File: src/rtl/ex_mc_pkg.sv
// ex_mc_pkg: op codes, operand-select codes, FSM states and flag bit indices shared by ex_stage_mc
package ex_mc_pkg;
   localparam int OP_ADD  = 0;
   localparam int OP_SUB  = 1;
   localparam int OP_AND  = 2;
   localparam int OP_OR   = 3;
   localparam int OP_XOR  = 4;
   localparam int OP_SLT  = 5;
   localparam int OP_SLL  = 6;
   localparam int OP_SRL  = 7;
   localparam int OP_MUL  = 8;
   localparam int OP_DIVU = 9;
   localparam int OP_REMU = 10;
   localparam int OP_BEQ  = 11;
   localparam int OP_BNE  = 12;
   localparam int OP_JR   = 13;
   localparam logic [1:0] A_PC = 2'd0, A_PC1 = 2'd1, A_OPA = 2'd2, A_ZERO = 2'd3;
   localparam logic [1:0] B_IMM = 2'd0, B_OPB = 2'd1, B_IMM_SH = 2'd2, B_ZERO = 2'd3;
   localparam int FLAG_Z = 0;
   localparam int FLAG_N = 1;
   localparam int FLAG_V = 2;
   typedef enum logic [1:0] {IDLE, MUL, DIV, FIN} state_t;
   function automatic logic [2:0] mk_flag(input logic v, input logic n, input logic z);
      logic [2:0] f;
      f = '0;
      f[FLAG_V] = v;
      f[FLAG_N] = n;
      f[FLAG_Z] = z;
      return f;
   endfunction
endpackage

File: src/rtl/ex_stage_mc_if.sv
// ex_stage_mc_if: decode-side and MEM-side handshake/bus of the execute stage
interface ex_stage_mc_if #(parameter int DATA_W = 32, parameter int OP_W = 4);
   logic              in_valid, in_ready, out_valid, out_ready, redirect, busy;
   logic [DATA_W-1:0] op_a, op_b, pc, imm, result, next_pc;
   logic [1:0]        a_sel, b_sel;
   logic [OP_W-1:0]   op;
   logic [2:0]        flag;
   modport slave (
      input  in_valid, op_a, op_b, pc, imm, a_sel, b_sel, op, out_ready,
      output in_ready, out_valid, result, flag, next_pc, redirect, busy
   );
   modport master (
      output in_valid, op_a, op_b, pc, imm, a_sel, b_sel, op, out_ready,
      input  in_ready, out_valid, result, flag, next_pc, redirect, busy
   );
endinterface

File: src/rtl/ex_muldiv_iter.sv
// ex_muldiv_iter: one-bit-per-cycle shift-add multiplier / restoring divider.
// EX_MUL_EARLY_EXIT_EN stops a multiply once the remaining multiplier is zero.
module ex_muldiv_iter #(
   parameter int DATA_W = 32,
   parameter int CNT_W  = 6
) (
   input  logic              clk,
   input  logic              reset,
   input  logic              start,
   input  logic              is_div,
   input  logic [DATA_W-1:0] a,
   input  logic [DATA_W-1:0] b,
   output logic              done,
   output logic [DATA_W-1:0] prod_quo,
   output logic [DATA_W-1:0] remainder
);
   logic              run_q, run_d, div_q, div_d, ge, last, last_mul;
   logic [DATA_W-1:0] r_q, r_d, x_q, x_d, y_q, y_d;
   logic [CNT_W-1:0]  cnt_q, cnt_d;
   logic [DATA_W:0]   shr, trial;
   // r: accumulator/partial remainder, x: multiplicand/quotient, y: multiplier/divisor
   always_comb begin
      shr = {r_q, x_q[DATA_W-1]};
      trial = shr - {1'b0, y_q};
      ge = !trial[DATA_W];
      last = cnt_q == CNT_W'(DATA_W - 1);
`ifdef EX_MUL_EARLY_EXIT_EN
      last_mul = last || y_q[DATA_W-1:1] == '0;
`else
      last_mul = last;
`endif
      done = run_q && (div_q ? last : last_mul);
      prod_quo = div_q ? x_q : r_q;
      remainder = r_q;
      run_d = run_q;
      div_d = div_q;
      r_d = r_q;
      x_d = x_q;
      y_d = y_q;
      cnt_d = cnt_q;
      if (start) begin
`ifdef EX_MUL_EARLY_EXIT_EN
         run_d = is_div || b != '0;
`else
         run_d = 1'b1;
`endif
         div_d = is_div;
         r_d = '0;
         x_d = a;
         y_d = b;
         cnt_d = '0;
      end else if (run_q) begin
         run_d = !done;
         cnt_d = cnt_q + CNT_W'(1);
         r_d = div_q ? (ge ? trial[DATA_W-1:0] : shr[DATA_W-1:0]) : (y_q[0] ? r_q + x_q : r_q);
         x_d = div_q ? {x_q[DATA_W-2:0], ge} : x_q << 1;
         y_d = div_q ? y_q : y_q >> 1;
      end
   end
   always_ff @(posedge clk or posedge reset) begin
      if (reset) begin
         run_q <= 1'b0;
         div_q <= 1'b0;
         r_q <= '0;
         x_q <= '0;
         y_q <= '0;
         cnt_q <= '0;
      end else begin
         run_q <= run_d;
         div_q <= div_d;
         r_q <= r_d;
         x_q <= x_d;
         y_q <= y_d;
         cnt_q <= cnt_d;
      end
   end
endmodule

File: src/rtl/ex_stage_mc.sv
// ex_stage_mc: multi-cycle execute stage (operand mux, ALU, branch resolve, iterative MUL/DIV).
// EX_MUL_EARLY_EXIT_EN lets a multiply finish early when its multiplier runs out of set bits.
module ex_stage_mc
   import ex_mc_pkg::*;
#(
   parameter int DATA_W = 32,
   parameter int OP_W   = 4,
   parameter int CNT_W  = 6
) (
   input logic          clk,
   input logic          reset,
   ex_stage_mc_if.slave bus
);
   localparam int SH_W = $clog2(DATA_W);
   state_t            state_q, state_d;
   logic [DATA_W-1:0] a_val, b_val, imm_sh, pc1, sum, diff, alu_res, md_q, md_r, md_res;
   logic [DATA_W-1:0] result_q, result_d, next_pc_q, next_pc_d, link_q, link_d;
   logic [OP_W-1:0]   mop_q, mop_d;
   logic [2:0]        flag_q, flag_d;
   logic [SH_W-1:0]   shamt;
   logic              out_valid_q, out_valid_d, redirect_q, redirect_d, busy_q, busy_d;
   logic              divz_q, divz_d, in_ready, accept, is_md, taken, ovf_alu, md_ovf;
   logic              md_done, mul_skip, load_alu, load_md;
   int                op_i;
   ex_muldiv_iter #(.DATA_W(DATA_W), .CNT_W(CNT_W)) u_md (
      .clk(clk), .reset(reset), .start(accept && is_md), .is_div(op_i != OP_MUL),
      .a(a_val), .b(b_val), .done(md_done), .prod_quo(md_q), .remainder(md_r)
   );
   always_comb begin
      op_i = int'(bus.op);
      pc1 = bus.pc + DATA_W'(1);
      imm_sh = {{2{bus.imm[DATA_W-1]}}, bus.imm[DATA_W-1:2]};
      a_val = bus.a_sel == A_PC ? bus.pc : bus.a_sel == A_PC1 ? pc1 : bus.a_sel == A_OPA ? bus.op_a : '0;
      b_val = bus.b_sel == B_IMM ? bus.imm : bus.b_sel == B_OPB ? bus.op_b : bus.b_sel == B_IMM_SH ? imm_sh : '0;
      sum = a_val + b_val;
      diff = a_val - b_val;
      shamt = b_val[SH_W-1:0];
      taken = (op_i == OP_BEQ && a_val == b_val) || (op_i == OP_BNE && a_val != b_val);
      ovf_alu = op_i == OP_ADD ? (a_val[DATA_W-1] == b_val[DATA_W-1]) && (sum[DATA_W-1] != a_val[DATA_W-1]) :
                op_i == OP_SUB ? (a_val[DATA_W-1] != b_val[DATA_W-1]) && (diff[DATA_W-1] != a_val[DATA_W-1]) : 1'b0;
      alu_res = '0;
      case (op_i)
         OP_ADD:                 alu_res = sum;
         OP_SUB, OP_BEQ, OP_BNE: alu_res = diff;
         OP_AND:                 alu_res = a_val & b_val;
         OP_OR:                  alu_res = a_val | b_val;
         OP_XOR:                 alu_res = a_val ^ b_val;
         OP_SLT:                 alu_res = {{(DATA_W-1){1'b0}}, $signed(a_val) < $signed(b_val)};
         OP_SLL:                 alu_res = a_val << shamt;
         OP_SRL:                 alu_res = a_val >> shamt;
         OP_JR:                  alu_res = pc1;
         default:                alu_res = '0;
      endcase
      is_md = op_i == OP_MUL || op_i == OP_DIVU || op_i == OP_REMU;
      in_ready = state_q == IDLE && (!out_valid_q || bus.out_ready);
      accept = bus.in_valid && in_ready;
`ifdef EX_MUL_EARLY_EXIT_EN
      mul_skip = b_val == '0;
`else
      mul_skip = 1'b0;
`endif
      state_d = state_q == IDLE ? (accept && is_md ? (op_i == OP_MUL ? (mul_skip ? FIN : MUL) : DIV) : IDLE) :
                state_q == FIN ? IDLE : md_done ? FIN : state_q;
      // divide-by-zero is remembered from accept; the unit itself produces all-ones / dividend
      md_res = int'(mop_q) == OP_REMU ? md_r : md_q;
      md_ovf = int'(mop_q) != OP_MUL && divz_q;
      load_alu = accept && !is_md;
      load_md = state_q == FIN;
      out_valid_d = (load_alu || load_md) || (out_valid_q && !bus.out_ready);
      result_d = load_alu ? alu_res : load_md ? md_res : result_q;
      flag_d = load_alu ? mk_flag(ovf_alu, alu_res[DATA_W-1], alu_res == '0) :
               load_md ? mk_flag(md_ovf, md_res[DATA_W-1], md_res == '0) : flag_q;
      next_pc_d = load_alu ? (op_i == OP_JR ? bus.op_a : taken ? pc1 + bus.imm : pc1) :
                  load_md ? link_q : next_pc_q;
      redirect_d = load_alu ? (op_i == OP_JR || taken) : load_md ? 1'b0 : redirect_q;
      mop_d = accept ? bus.op : mop_q;
      link_d = accept ? pc1 : link_q;
      divz_d = accept ? b_val == '0 : divz_q;
      busy_d = state_d != IDLE;
   end
   always_ff @(posedge clk or posedge reset) begin
      if (reset) begin
         state_q <= IDLE;
         out_valid_q <= 1'b0;
         result_q <= '0;
         flag_q <= '0;
         next_pc_q <= '0;
         redirect_q <= 1'b0;
         busy_q <= 1'b0;
         mop_q <= '0;
         link_q <= '0;
         divz_q <= 1'b0;
      end else begin
         state_q <= state_d;
         out_valid_q <= out_valid_d;
         result_q <= result_d;
         flag_q <= flag_d;
         next_pc_q <= next_pc_d;
         redirect_q <= redirect_d;
         busy_q <= busy_d;
         mop_q <= mop_d;
         link_q <= link_d;
         divz_q <= divz_d;
      end
   end
   assign bus.in_ready = in_ready;
   assign bus.out_valid = out_valid_q;
   assign bus.result = result_q;
   assign bus.flag = flag_q;
   assign bus.next_pc = next_pc_q;
   assign bus.redirect = redirect_q;
   assign bus.busy = busy_q;
endmodule
File: src/flat_wrapper.sv
// flat-port wrapper written by rule: the top's interface ports become plain ports
module ex_stage_mc_flat import ex_mc_pkg::*;
#(
   parameter int DATA_W = 32,
   parameter int OP_W   = 4,
   parameter int CNT_W  = 6
)
  (clk, reset, bus_in_valid, bus_op_a, bus_op_b, bus_pc, bus_imm, bus_a_sel, bus_b_sel, bus_op, bus_out_ready, bus_in_ready, bus_out_valid, bus_result, bus_flag, bus_next_pc, bus_redirect, bus_busy);
  ex_stage_mc_if #(.DATA_W(DATA_W), .OP_W(OP_W)) bus_i ();
  input logic clk;
  input logic reset;
  input wire logic [$bits(bus_i.in_valid)-1:0] bus_in_valid;
  input wire logic [$bits(bus_i.op_a)-1:0] bus_op_a;
  input wire logic [$bits(bus_i.op_b)-1:0] bus_op_b;
  input wire logic [$bits(bus_i.pc)-1:0] bus_pc;
  input wire logic [$bits(bus_i.imm)-1:0] bus_imm;
  input wire logic [$bits(bus_i.a_sel)-1:0] bus_a_sel;
  input wire logic [$bits(bus_i.b_sel)-1:0] bus_b_sel;
  input wire logic [$bits(bus_i.op)-1:0] bus_op;
  input wire logic [$bits(bus_i.out_ready)-1:0] bus_out_ready;
  output wire logic [$bits(bus_i.in_ready)-1:0] bus_in_ready;
  output wire logic [$bits(bus_i.out_valid)-1:0] bus_out_valid;
  output wire logic [$bits(bus_i.result)-1:0] bus_result;
  output wire logic [$bits(bus_i.flag)-1:0] bus_flag;
  output wire logic [$bits(bus_i.next_pc)-1:0] bus_next_pc;
  output wire logic [$bits(bus_i.redirect)-1:0] bus_redirect;
  output wire logic [$bits(bus_i.busy)-1:0] bus_busy;
  assign bus_i.in_valid = bus_in_valid;
  assign bus_i.op_a = bus_op_a;
  assign bus_i.op_b = bus_op_b;
  assign bus_i.pc = bus_pc;
  assign bus_i.imm = bus_imm;
  assign bus_i.a_sel = bus_a_sel;
  assign bus_i.b_sel = bus_b_sel;
  assign bus_i.op = bus_op;
  assign bus_i.out_ready = bus_out_ready;
  assign bus_in_ready = bus_i.in_ready;
  assign bus_out_valid = bus_i.out_valid;
  assign bus_result = bus_i.result;
  assign bus_flag = bus_i.flag;
  assign bus_next_pc = bus_i.next_pc;
  assign bus_redirect = bus_i.redirect;
  assign bus_busy = bus_i.busy;
  ex_stage_mc #(.DATA_W(DATA_W), .OP_W(OP_W), .CNT_W(CNT_W)) u_core (.clk(clk), .reset(reset), .bus(bus_i));
endmodule
File: config.mk
export PLATFORM = sky130hd
export DESIGN_NAME = ex_stage_mc_flat
export DESIGN_NICKNAME = d
export VERILOG_FILES = /design/src/rtl/ex_mc_pkg.sv /design/src/rtl/ex_stage_mc_if.sv /design/src/rtl/ex_muldiv_iter.sv /design/src/rtl/ex_stage_mc.sv /design/src/flat_wrapper.sv
export SDC_FILE = /design/constraint.sdc
export NUM_CORES = 2
export LEC_CHECK = 0
export BUFFER_PORTS_ARGS = -buffer_cell sky130_fd_sc_hd__buf_2
export CORE_MARGIN = 2
export CORE_UTILIZATION = 40
export DETAILED_ROUTE_END_ITERATION = 16
export GPL_TIMING_DRIVEN = 0
export RECOVER_POWER = 50
export SLEW_MARGIN = 10
export SYNTH_ARGS = -nofsm -noshare
export SYNTH_HDL_FRONTEND = slang
export SYNTH_SLANG_ARGS = --single-unit
File: constraint.sdc
create_clock -name clk -period 21.6 [get_ports clk]
set_input_delay 4.32 -clock clk [delete_from_list [all_inputs] [get_ports clk]]
set_output_delay 4.32 -clock clk [all_outputs]
set_load 0.01 [all_outputs]
# [After elaboration in Yosys (flattened, before gate mapping)]
# Cells that the tools add are included.
[classes] n_addsub=7 n_mul=0 n_div=0 magnitude_cmp=1 eq_ne=33 shifts=2 mux=41 bitwise=3 n_reduce_logical=38
[op_table] operator="32-bit 2-to-1 mux" n=24
[op_table] operator="32-bit one-hot mux with 9 select lines" n=1
[op_table] operator="32-bit adder" n=3
[op_table] operator="32-bit zero test" n=3
[op_table] operator="33-bit by 32-bit subtractor with 33-bit output" n=1
[op_table] operator="32-bit by 1-bit adder with 32-bit output (second input constant)" n=1
[op_table] operator="32-bit bitwise AND" n=1
[op_table] operator="32-bit equality test" n=1
[op_table] operator="4-bit equality test (second input constant)" n=8
[op_table] operator="32-bit less-than comparator" n=1
[op_table] operator="32-bit != test" n=1
[op_table] operator="32-bit bitwise OR" n=1
[op_table] operator="32-bit by 5-bit left shift with 32-bit output" n=1
[op_table] operator="32-bit by 5-bit >> shifter with 32-bit output" n=1
[op_table] operator="32-bit subtractor" n=1
[op_table] operator="32-bit bitwise XOR" n=1
[op_table] operator="4-bit by 3-bit equality test with 1-bit output (second input constant)" n=6
[op_table] operator="4-bit by 2-bit equality test with 1-bit output (second input constant)" n=3
[op_table] operator="6-bit 2-to-1 mux" n=2
[op_table] operator="1-bit logical AND" n=11
[op_table] operator="2-bit 2-to-1 mux" n=5
[op_table] operator="4-bit zero test" n=2
[op_table] operator="4-bit != test (second input constant)" n=2
[op_table] operator="1-bit logical OR" n=7
[op_table] operator="other kinds (16)" n=37
[word_totals] reg_bits=213 latchBits=0 ramBits=0 mem_bits_ro=0 in_bits=140 out_inout_bits=71 wordCells=141 memories=0

# [Logic depth before layout (Yosys ltp)]
[depth] depth_word=10 mapped_depth=23

# [By module]
# Synthesis repeated with hierarchy kept, for this count alone.
[unflattened] hier_cells=3691 hier_area_um2=27321.2
[modules_own_cells] mod="ex_stage_mc" instances=1 cells_each=2705 area_per_inst_um2=18702.9 seq_area_each_um2=2702.6
[modules_own_cells] mod="ex_muldiv_iter" instances=1 cells_each=986 area_per_inst_um2=8618.3 seq_area_each_um2=2602.5

# [Worst setup path before layout]
# OpenSTA, ideal clock, no wires.
[synth_timing] path_kind="in2out" start="input port bus_out_ready" end="output port bus_in_ready" arrival_ns=4.837 path_slack_ns=12.443 path_stages=2 cell_sequence="nand2b_1 nor3b_1"
[synth_between] elab_chain_cells=2
[synth_rtl] element="start, declared" line="flat_wrapper.sv:20" source="input wire logic [$bits(bus_i.out_ready)-1:0] bus_out_ready;"
[synth_rtl] element="1-bit logical OR" line="ex_stage_mc.sv:55" source="in_ready = state_q == IDLE && (!out_valid_q || bus.out_ready);"
[synth_rtl] element="1-bit logical AND" line="ex_stage_mc.sv:55"
[synth_rtl] element="end, declared" line="flat_wrapper.sv:21" source="output wire logic [$bits(bus_i.in_ready)-1:0] bus_in_ready;"
# Every way passes these cells.

# [Worst setup path after layout]
[layout_timing] start="input port bus_b_sel[1]" end="register u_core.flag_q[0], in the netlist u_core.bus.flag[0]"
[layout_between] elab_chain_cells=8 word_cells_on_any_way=17 classes_between="2 x add/sub; 1 x order compare; 2 x eq/ne; 2 x shift; 5 x mux; 3 x bitwise; 2 x reduce/logical"
[layout_rtl] element="start, declared" line="flat_wrapper.sv:18" source="input wire logic [$bits(bus_i.b_sel)-1:0] bus_b_sel;"
[layout_rtl] element="2-bit equality test" line="ex_stage_mc.sv:34" source="b_val = bus.b_sel == B_IMM ? bus.imm : bus.b_sel == B_OPB ? bus.op_b : bus.b_sel == B_IMM_SH ? imm_sh : '0;"
[layout_rtl] element="32-bit 2-to-1 mux (2 in series)" line="ex_stage_mc.sv:34"
[layout_rtl] element="32-bit 2-to-1 mux *" line="ex_stage_mc.sv:34"
[layout_rtl] element="32-bit subtractor, or another cell as far along" line="ex_stage_mc.sv:36" source="diff = a_val - b_val;"
[layout_rtl] element="32-bit one-hot mux with 9 select lines *" line="ex_stage_mc.sv:42" source="case (op_i)"
[layout_rtl] element="32-bit zero test *" line="ex_stage_mc.sv:71" source="flag_d = load_alu ? mk_flag(ovf_alu, alu_res[DATA_W-1], alu_res == '0) :"
[layout_rtl] element="3-bit 2-to-1 mux *" line="ex_stage_mc.sv:71"
[layout_rtl] element="end signal, assigned" line="ex_stage_mc.sv:97" source="flag_q <= flag_d;"
[layout_rtl] element="end, declared" line="ex_stage_mc.sv:19" source="logic [2:0] flag_q, flag_d;"
# Every way passes the cells marked *; elsewhere a longest branch is shown, timed or not.
# A chain may end at the register's enable or synchronous reset.

==> flow_summary.json <==
{
  "status": "complete, but fails checks",
  "violations": "capacitance limit, slew limit",
  "cap_viol_max_count": 2,
  "synthArstFlopShare_pct": 100,
  "design_area_sq_um": 30800,
  "routabilityCongestion": 1.14,
  "worst_pin_slew_ns": 6.00,
  "chipHeight_um": 267,
  "cts_made_buffers": 27,
  "synthTopCellsByCount": "400 x nand2_1, 317 x nor2_1, 293 x a21oi_1",
  "netlist_area_sq_um": 27600,
  "cts_tree": "done",
  "yosys.area.top_type": "dfrtp_1",
  "syn_inst": 3743,
  "drive_gt1_share_pct": 10.1,
  "finalSetupViolations": 0,
  "power_density_nw_per_um2": 127,
  "clk_pin_slew_ns": 0.06,
  "cts_sinks": 212,
  "synthTopCellsByArea": "dfrtp_1 19%, ha_1 8.7%, nand2_1 5.4%",
  "coreArea_sq_um": 68500,
  "cp_cell_sequence": "buf_2 > clkbuf_1 > o21a_1 > clkbuf_1 > buf_1 > clkbuf_1 > ha_1 > clkbuf_1 > nand3_1 > a21boi_0 > o31ai_1 > o211ai_1 > o31ai_1 > o21ai_0 > a31o_2 > a221o_1 > nand2_1 > nand4_1 > nor4b_2 > a21o_1",
  "ys_types": 104,
  "place_area_sq_um": 29900,
  "fin_crit_sh_pct": 60.6,
  "yosys_warnings": 0,
  "ctsHtreeMaxLevel": 1,
  "crit_slowest_cell": "clkbuf_1",
  "slew_viol_final": 215,
  "die_w_um": 267,
  "nets": 4322,
  "drt-initial-drc-count": 5224,
  "crit_required_ns": 22.12,
  "critPathArrivalTime_ns": 13.61,
  "synth_edf_count": 0,
  "rsz0062_at_grt": "no",
  "ys_seq_elements": 212,
  "start_kind": "input pin",
  "clock_skew_ns": 0.0261,
  "max_freq_mhz": 76.4,
  "clockRootBuffer": "clkbuf_16",
  "cts_resized": 0,
  "relSlewSlack_pct": -300,
  "drc_errors": 0,
  "clockBufferDepth": 3,
  "fin_util_pct": 45.0,
  "cp-startpoint": "bus_b_sel[1]",
  "grt_usage_pct": 48.9,
  "clkPwrFrac_pct": 12.3,
  "avgViaCountPerCell": 7.09,
  "power_switching_mw": 2.09,
  "initial_utilization_pct": 40.3,
  "combPwrFrac_pct": 67.2,
  "switching_share_pct": 53.5,
  "min_from": "u_core.u_md.y_q[25]",
  "vias": 34800,
  "io_pins": 211,
  "clock_latency_ns": 0.60,
  "die_area_sq_um": 71100,
  "dr.pass1.iters": 9,
  "p_leak_nw": 13.1,
  "synth_top_cell_area_share_pct": 19.2,
  "dp_hpwl_mm": 144,
  "finalSetupTns_ns": 0,
  "fin_crit_ns": 13.09,
  "grt-ovfl-total": 0,
  "finalNonFillerCells": 4900,
  "hold_buffers": 0,
  "ir_drop_mv": 0.132,
  "syn_avg_cell_area_sq_um": 7.38,
  "p_seq_share_pct": 20.5,
  "holdWs_ns": 0.486,
  "yosysSeqAreaShare_pct": 19.2,
  "area_growth_pct": 11.5,
  "yosysMostFrequentCell": "nand2_1",
  "critical-path-max-stage-delay_ns": 1.05,
  "grt_max_degree": 110,
  "intPower_mw": 1.81,
  "critical_path_class": "in -> reg",
  "port_buffers": 196,
  "dp.cells": 4836,
  "ant_nets": 0,
  "post_cts_buffers": 0,
  "r2r_start": "u_core.u_md.y_q[0]",
  "crit_path_max_fanout": 11,
  "wl_per_cell_um": 36.7,
  "cp_common_cell": "clkbuf_1",
  "min_path_type": "reg -> reg",
  "std_cell_rows": 96,
  "grt_pass1_vias": 32100,
  "synth_ff_type": "dfrtp_1",
  "syn_nets": 4081,
  "grt_first_pass_wirelength_mm": 247,
  "final-hold-violation-count": 0,
  "drt_wl_total_mm": 180,
  "antenna_found_initial": 23,
  "cp-end-kind": "flip-flop"
}
## registers in the layout, indices dropped and copies added, names as in the netlist
register	flops
u_core.u_md.run_q	1
u_core.bus.flag	3
u_core.u_md.div_q	1
u_core.u_md.remainder	32
u_core.bus.result	31
u_core.divz_q	1
u_core.u_md.y_q	32
u_core.bus.next_pc	32
u_core.u_md.cnt_q	6
u_core.link_q	32
u_core.mop_q	4
u_core.bus.out_valid	1
u_core.bus.busy	1
u_core.bus.redirect	1
u_core.u_md.x_q	32
u_core.state_q	2
## final timing paths
| kind | end | slack (ns) | cells past startpoint |
|---|---|---|---|
| max in group asynchronous | u_core.bus.result[13] | 9.16 | 3 |
| worst min-delay path | u_core.u_md.y_q[25] | 0.49 | 2 |
| worst max register to register | u_core.u_md.remainder[9] | 16.24 | 16 |
| worst max-delay path | u_core.bus.flag[0] | 8.51 | 20 |
| worst min register to register | u_core.u_md.y_q[25] | 0.49 | 2 |
| min in group asynchronous | u_core.bus.busy | 5.14 | 2 |
## power by group through the flow
| stage | Sequential [mW] | Combinational, mW | Clock (mW) |
|---|---|---|---|
| floorplan | 0.742 | 1.68 | 0 |
| global placement | 0.792 | 2.51 | 0 |
| detailed placement | 0.791 | 2.52 | 0 |
| CTS | 0.786 | 2.54 | 0.481 |
| global route | 0.812 | 2.79 | 0.497 |
| finish | 0.798 | 2.62 | 0.479 |
## kinds of logic (layout without fill, tap and decap cells)
logic type / after synthesis / count (layout) / synth area share, %
AOI/OAI and AO/OA: 1313 / 1313 / 32.1
xor gates and xnor gates: 128 / 128 / 4.06
adders and majority gates: 198 / 198 / 9.11
buffers and inverters: 430 / 691 / 6.39
DFF: 212 / 212 / 19.2
muxes: 159 / 159 / 6.01
other: 0 / 14 / 0
and+or+nand+nor: 1303 / 1303 / 23.2
## critical path: cells and delay by family
family                     cells  cell delay (ns)
AOI/OAI and AO/OA              9             4.02
adders and majority gates      1             0.41
buffers and inverters          6             3.18
and+or+nand+nor                4             1.64
## cell usage in the layout, fill, tap and decap left out, drive strengths merged, types with 33 or more instances in the layout
| master | instances |
|---|---|
| nand2b | 38 |
| nor4 | 45 |
| clkbuf | 247 |
| xor2 | 41 |
| nor3 | 80 |
| o21a | 34 |
| a21oi | 296 |
| ha | 193 |
| a221o | 36 |
| o22ai | 52 |
| o221ai | 51 |
| a31oi | 51 |
| a211oi | 53 |
| a221oi | 39 |
| mux2 | 35 |
| nand2 | 402 |
| mux2i | 124 |
| nand4 | 62 |
| nor2b | 67 |
| o211ai | 89 |
| inv | 170 |
| buf | 258 |
| o21ai | 279 |
| dfrtp | 212 |
| a21o | 69 |
| nand3 | 116 |
| xnor2 | 87 |
| or3 | 33 |
| nor2 | 318 |
## layer usage
layer  part of all wire (%)  vias to the layer above  routed length [um]  global-route usage [%]
li1                       -                    14500                   -                       -
met1                     36                    16700               65300                    58.5
met2                     41                     2647               74100                    72.2
met3                     12                      832               21600                    14.4
met4                     10                       16               18500                    40.7
met5                  0.059                        -                 106                       0
## final cells by class
cell class / count / area [sq um]
repair buffers: 212 / 1070
well taps: 882 / 1100
fillers: 7291 / 37700
diodes: 14 / 35.0
inverters: 173 / 652
plain buffers: 257 / 1110
flip-flops and latches: 212 / 5310
multi-input cells: 3101 / 20600
clock inverters: 13 / 168
clock buffers: 36 / 749
## metrics by stage
stage / power [mW] / worst slack [ns]
2_1_floorplan: 2.42 / 11.49
3_3_place_gp: 3.30 / 8.63
3_5_place_dp: 3.31 / 8.77
4_1_cts: 3.80 / 9.33
5_1_grt: 4.10 / 7.59
6_report: 3.90 / 8.51
Power figures use the tool's default switching activity.
